### src/rtl/vending_controller_p.sv
`default_nettype none
// =============================================================================
// Module   : vending_controller_p
// Purpose  : Coin-credit vending controller for a ROWS x COLS selection matrix
//            with a runtime-programmable price table, dispense and refund.
// Revision : 1.0 - initial release
// =============================================================================
module vending_controller_p #(
    parameter int ROWS          = 4,
    parameter int COLS          = 4,
    parameter int WIDTH         = 16,
    parameter int DEFAULT_PRICE = 100,
    parameter int TIMEOUT       = 1000,
    parameter int SEL_W         = $clog2(ROWS*COLS)
) (
    input  logic             I_CLK,
    input  logic             I_RESET,
    input  logic [ROWS-1:0]  I_ROW,
    input  logic [COLS-1:0]  I_COL,
    input  logic             I_COIN_VALID,
    input  logic [WIDTH-1:0] I_COIN_VALUE,
    input  logic             I_CANCEL,
    input  logic             I_PRICE_WE,
    input  logic [SEL_W-1:0] I_PRICE_ADDR,
    input  logic [WIDTH-1:0] I_PRICE_DATA,
    output logic [WIDTH-1:0] O_CREDIT,
    output logic [WIDTH-1:0] O_PRICE,
    output logic [SEL_W-1:0] O_SEL,
    output logic             O_SUCCESS,
    output logic             O_INSUFFICIENT,
    output logic [WIDTH-1:0] O_CHANGE,
    output logic             O_CHANGE_VALID
);

    localparam int NSEL  = ROWS * COLS;
    localparam int ROW_W = (ROWS > 1) ? $clog2(ROWS) : 1;
    localparam int COL_W = (COLS > 1) ? $clog2(COLS) : 1;
    localparam int TMO_W = $clog2(TIMEOUT + 1);

    localparam logic [SEL_W:0]   NSEL_L     = (SEL_W+1)'(NSEL);
    localparam logic [TMO_W-1:0] TMO_LAST   = TMO_W'(TIMEOUT - 1);
    localparam logic [WIDTH-1:0] PRICE_INIT = WIDTH'(DEFAULT_PRICE);

    typedef enum logic [1:0] {
        S_IDLE     = 2'd0,
        S_ROW_HELD = 2'd1,
        S_CHECK    = 2'd2
    } state_t;

    state_t           r_state;
    logic [ROW_W-1:0] r_row;
    logic [TMO_W-1:0] r_tmo;
    logic [SEL_W-1:0] r_check_sel;
    logic [WIDTH-1:0] r_credit;
    logic [WIDTH-1:0] r_price [NSEL];
    logic [WIDTH-1:0] r_price_out;
    logic [SEL_W-1:0] r_sel_out;
    logic             r_success;
    logic             r_insuff;
    logic [WIDTH-1:0] r_change;
    logic             r_change_valid;

    logic [ROW_W-1:0] w_row_idx;
    logic [COL_W-1:0] w_col_idx;
    logic             w_row_press;
    logic             w_col_press;
    logic [SEL_W-1:0] w_sel;
    logic [WIDTH-1:0] w_coin;
    logic [WIDTH:0]   w_sum_ext;
    logic [WIDTH-1:0] w_credit_sum;
    logic [WIDTH-1:0] w_cur_price;
    logic             w_addr_ok;

    function automatic logic [ROW_W-1:0] f_row_idx(input logic [ROWS-1:0] v);
        f_row_idx = '0;
        for (int i = 0; i < ROWS; i++) begin
            if (v[i]) f_row_idx = ROW_W'(i);
        end
    endfunction

    function automatic logic [COL_W-1:0] f_col_idx(input logic [COLS-1:0] v);
        f_col_idx = '0;
        for (int i = 0; i < COLS; i++) begin
            if (v[i]) f_col_idx = COL_W'(i);
        end
    endfunction

    assign w_row_idx   = f_row_idx(I_ROW);
    assign w_col_idx   = f_col_idx(I_COL);
    assign w_row_press = |I_ROW;
    assign w_col_press = |I_COL;
    assign w_sel       = SEL_W'(int'(r_row) * COLS + int'(w_col_idx));

    // Credit plus this cycle's coin, clamped at full scale.
    assign w_coin       = I_COIN_VALID ? I_COIN_VALUE : '0;
    assign w_sum_ext    = {1'b0, r_credit} + {1'b0, w_coin};
    assign w_credit_sum = w_sum_ext[WIDTH] ? {WIDTH{1'b1}} : w_sum_ext[WIDTH-1:0];

    assign w_cur_price = r_price[r_check_sel];
    assign w_addr_ok   = ({1'b0, I_PRICE_ADDR} < NSEL_L);

    always_ff @(posedge I_CLK) begin
        if (I_RESET) begin
            r_state        <= S_IDLE;
            r_row          <= '0;
            r_tmo          <= '0;
            r_check_sel    <= '0;
            r_credit       <= '0;
            r_price_out    <= '0;
            r_sel_out      <= '0;
            r_success      <= 1'b0;
            r_insuff       <= 1'b0;
            r_change       <= '0;
            r_change_valid <= 1'b0;
            for (int i = 0; i < NSEL; i++) begin
                r_price[i] <= PRICE_INIT;
            end
        end else begin
            r_success      <= 1'b0;
            r_insuff       <= 1'b0;
            r_change_valid <= 1'b0;

            // The check below reads the pre-write price, so a same-cycle write lands afterwards.
            if (I_PRICE_WE && w_addr_ok) begin
                r_price[I_PRICE_ADDR] <= I_PRICE_DATA;
            end

            if (I_CANCEL) begin
                if (w_credit_sum != '0) begin
                    r_change       <= w_credit_sum;
                    r_change_valid <= 1'b1;
                end
                r_credit <= '0;
                r_row    <= '0;
                r_tmo    <= '0;
                r_state  <= S_IDLE;
            end else begin
                r_credit <= w_credit_sum;
                case (r_state)
                    S_IDLE: begin
                        if (w_row_press) begin
                            r_row   <= w_row_idx;
                            r_tmo   <= '0;
                            r_state <= S_ROW_HELD;
                        end
                    end
                    S_ROW_HELD: begin
                        if (w_row_press) begin
                            r_row <= w_row_idx;
                            r_tmo <= '0;
                        end else if (w_col_press) begin
                            r_check_sel <= w_sel;
                            r_tmo       <= '0;
                            r_state     <= S_CHECK;
                        end else if (r_tmo == TMO_LAST) begin
                            r_row   <= '0;
                            r_tmo   <= '0;
                            r_state <= S_IDLE;
                        end else begin
                            r_tmo <= r_tmo + 1'b1;
                        end
                    end
                    S_CHECK: begin
                        r_price_out <= w_cur_price;
                        if (r_credit >= w_cur_price) begin
                            r_sel_out      <= r_check_sel;
                            r_success      <= 1'b1;
                            r_change       <= r_credit - w_cur_price;
                            r_change_valid <= 1'b1;
                            // A coin landing now starts the next purchase's credit.
                            r_credit       <= w_coin;
                        end else begin
                            r_insuff <= 1'b1;
                        end
                        r_row   <= '0;
                        r_state <= S_IDLE;
                    end
                    default: begin
                        r_row   <= '0;
                        r_tmo   <= '0;
                        r_state <= S_IDLE;
                    end
                endcase
            end
        end
    end

    assign O_CREDIT       = r_credit;
    assign O_PRICE        = r_price_out;
    assign O_SEL          = r_sel_out;
    assign O_SUCCESS      = r_success;
    assign O_INSUFFICIENT = r_insuff;
    assign O_CHANGE       = r_change;
    assign O_CHANGE_VALID = r_change_valid;

endmodule
`default_nettype wire

### config.mk
export PLATFORM = sky130hd
export DESIGN_NAME = vending_controller_p
export DESIGN_NICKNAME = d
export VERILOG_FILES = /design/src/rtl/vending_controller_p.sv
export SDC_FILE = /design/constraint.sdc
export NUM_CORES = 1
export LEC_CHECK = 0
export ABC_AREA = 0
export ABC_CLOCK_PERIOD_IN_PS = 6000
export CAP_MARGIN = 10
export CORE_MARGIN = 2
export CORE_UTILIZATION = 55
export CTS_BUF_LIST = sky130_fd_sc_hd__clkbuf_8
export CTS_CLUSTER_SIZE = 25
export DETAILED_ROUTE_END_ITERATION = 7
export PLACE_DENSITY = 0.72
export SETUP_SLACK_MARGIN = 0.2
export SYNTH_ARGS = -nofsm -noshare
export SYNTH_HDL_FRONTEND = slang
export SYNTH_SLANG_ARGS = --single-unit
### constraint.sdc
create_clock -name I_CLK -period 6 [get_ports I_CLK]
set_input_delay 1.8 -clock I_CLK [delete_from_list [all_inputs] [get_ports I_CLK]]
set_output_delay 1.8 -clock I_CLK [all_outputs]
set_load 0.01 [all_outputs]
==> flow_summary.toml <==
[outcome]
outcome = "finished clean"

[clock_network]
h-tree-depth = 2
cts_setup_buffers = 0
clock_latency_ps = 570
hold_buffers = 0
cts_tree = "yes"
cts_buffer_depth = 3
clk_pin_slew_ps = 70
root_buffer = "clkbuf_8"
clock-sinks = 333
cts_buffers = 53
ctsResizeCount = 0

[die]
die_h_um = 177
initial_core_util_pct = 55.8
ios = 104
placementRows = 63
die_area_um2 = 31400
die_w_um = 177
coreArea_um2 = 29600

[power]
power_density_nw_per_um2 = 273
pwr-share-seq_pct = 50.8
intPower_mw = 3.97
combPwrFrac_pct = 9.9
clkPwrFrac_pct = 39.3
p_sw_mw = 1.24
swShare_pct = 23.8
vdd_ir_drop_max_uv = 182
leakage_nw = 6.77

[logic_synthesis]
synth_largest_area_cell = "edfxtp_1"
dominantRegCellSynth = "edfxtp_1"
syn_nets = 1409
synth.distinct_cells = 63
synth-edff-count = 256
yosys-top-cells-count = "edfxtp_1, and2_1, nor2_1"
synth-async-reset-ratio_pct = 0
yosys_warnings = 0
synthCells = 1325
netlist_area_um2 = 16500
netlist.area_leader.share_pct = 46.6
ys_seq_area_share_pct = 56.0
netlist_top_cells_area = "edfxtp_1, mux4_2, dfxtp_1"
synth-seq-cells = 333
synth_most_common_cell = "edfxtp_1"
synth_area_per_cell_um2 = 12.4

[sta]
setup_viol = 0
clock_skew_ps = 15.3
drv_slew = 0
max-slew-margin-rel_pct = 26.5
setup_tns_ps = 0
post-route-period-util_pct = 84.7
worst_slew_pin_slew_ps = 1100
hold_violations = 0
rsz0062_at_grt = "false"
fin_crit_ps = 5080
fmax_ghz = 0.197

[hold_path]
hp-class = "register to register"

[route]
vias = 10600
dr.pass1.iters = 5
m1WireLength_um = 15700
post_drt_wl_per_cell_um = 20.3
drc_errors = 0
met2_length_um = 18900
via_per_inst = 5.71
highest_layer = "met4"
drt_wl_total_um = 37600
ant_nets = 0
wl_met3_um = 2000
drt_iter0_markers = 806

[placed_design]
port_buffers = 103
hpwl_um = 27400
place_congestion = 0.901
place_inst = 1760

[run]
drv_cap = 0

[worst_setup_path]
critPathCaptureType = "register"
crit_type = "register to register"
cp_cell_sequence = "buf_4 -> mux4_2 -> mux4_2 -> inv_1 -> ha_1 -> a211oi_1 -> nor2_1 -> o211ai_1 -> a21boi_2 -> or4bb_1 -> nor4_4 -> a41oi_4 -> buf_4 -> mux2i_1 -> nor2_1"
critPathTopFamily = "multiplexers"
crit_arrival_ps = 5510
worstPathRequired_ps = 6430
start_kind = "register"
crit_fanout = 26
cpPeakStageDelay_ps = 690
ff2ff_setup_slack_ps = 920
critPathSlowestCell = "dfxtp_4"
path_buf_inv = 3

[grt]
grt_pass1_vias = 10700
antenna_found_initial = 0
grt_first_pass_wirelength_um = 59100
grtUsageTotal_pct = 24.6
grt-ovfl-total = 0
grt_max_degree = 65

[finish]
syn_to_final_growth_pct = 15.5
nets = 1510
drive_gt1_share_pct = 16.4
utilization_pct = 64.4
diodes = 0
final_cells = 1857
## through the flow
| stage | setup WS, ps | power, mW | hold WS, ps | instance area (µm²) |
|---|---|---|---|---|
| 3_3_place_gp | 517 | 3.19 | 445 | 17900 |
| 3_5_place_dp | 402 | 3.20 | 448 | 17900 |
| 4_1_cts | 895 | 5.25 | 461 | 19000 |
| 2_1_floorplan | 1020 | 3.00 | 454 | 16500 |
| 6_report | 917 | 5.21 | 459 | 19000 |
| 5_1_grt | 603 | 5.39 | 477 | 19000 |
## registers in the layout (all words and copies together) (netlist names), named ones only
name and cells:
O_CHANGE 16, O_CHANGE_VALID 1, O_CREDIT 16, O_INSUFFICIENT 1, O_PRICE 16, O_SEL 4
O_SUCCESS 1, r_check_sel 4, r_price 256, r_row 2, r_state 2, r_tmo 10
## logic make-up (layout without fill, tap and decap cells)
| logic type | after synthesis | after routing | share of synthesized area, % |
|---|---|---|---|
| xor gates and xnor gates | 32 | 32 | 1.70 |
| adders and majority gates | 35 | 35 | 2.75 |
| muxes | 95 | 95 | 11.9 |
| buffers and inverters | 127 | 269 | 3.04 |
| and+or+nand+nor | 545 | 545 | 18.1 |
| AOI/OAI and AO/OA | 158 | 158 | 6.53 |
| DFF | 333 | 333 | 56.0 |
## power groups by stage
| stage | combinational (mW) | sequential [mW] | clock (mW) |
|---|---|---|---|
| after CTS | 0.512 | 2.65 | 2.09 |
| after global routing | 0.559 | 2.65 | 2.18 |
| after global placement | 0.505 | 2.69 | 0 |
| final | 0.513 | 2.65 | 2.05 |
| after detailed placement | 0.510 | 2.70 | 0 |
| after floorplan | 0.324 | 2.68 | 0 |
## final cells by class
type,instances,area [µm²]
Timing Repair Buffer,133,1290
Fill cell,2257,10500
Multi-Input combinational cell,865,6750
Clock buffer,54,743
Tap cell,390,488
Inverter,40,150
Clock inverter,42,379
Sequential cell,333,9230
## per-layer routing
layer	up-vias	global-route usage, %
li1	5013	-
met1	5187	31.9
met2	326	42.6
met3	76	3.65
met4	0	8.20
met5	-	0
## worst min-delay path: stages (launching register included)
cell	delay (ps)
dfxtp_1	310
nand2_1	50
a21oi_1	50
## layout by cell type, fill, tap and decap left out, types with 7 or more instances in the layout
cell / synthesis / final
mux2i_1: 13 / 13
nor2_2: 9 / 10
or2_2: 20 / 20
dfxtp_1: 77 / 75
bufinv_16: 0 / 7
nand2b_1: 20 / 20
clkinv_2: 0 / 9
nor4_1: 9 / 9
a21o_1: 8 / 8
edfxtp_1: 256 / 256
mux4_2: 80 / 80
nand2_1: 75 / 75
a211oi_1: 20 / 20
clkbuf_8: 0 / 54
clkinv_1: 0 / 11
a21oi_1: 65 / 65
a211oi_2: 9 / 9
or3_1: 40 / 40
clkdlybuf4s50_1: 0 / 102
nand3_1: 10 / 10
nand4_1: 8 / 8
and2_1: 216 / 216
nor3_1: 15 / 15
xor2_1: 17 / 17
nor2_1: 102 / 101
o21ai_0: 19 / 19
inv_1: 40 / 50
ha_1: 33 / 33
xnor2_1: 15 / 15
buf_4: 0 / 26
## worst paths after layout
kind | depth (start not counted) | startpoint | endpoint
max reg2reg | 15 | register | O_CHANGE[2]
min | 2 | O_PRICE[5] | O_PRICE[5]
max | 15 | register | O_CHANGE[2]
min reg2reg | 2 | O_PRICE[5] | O_PRICE[5]
(Power assumes the default switching activity.)
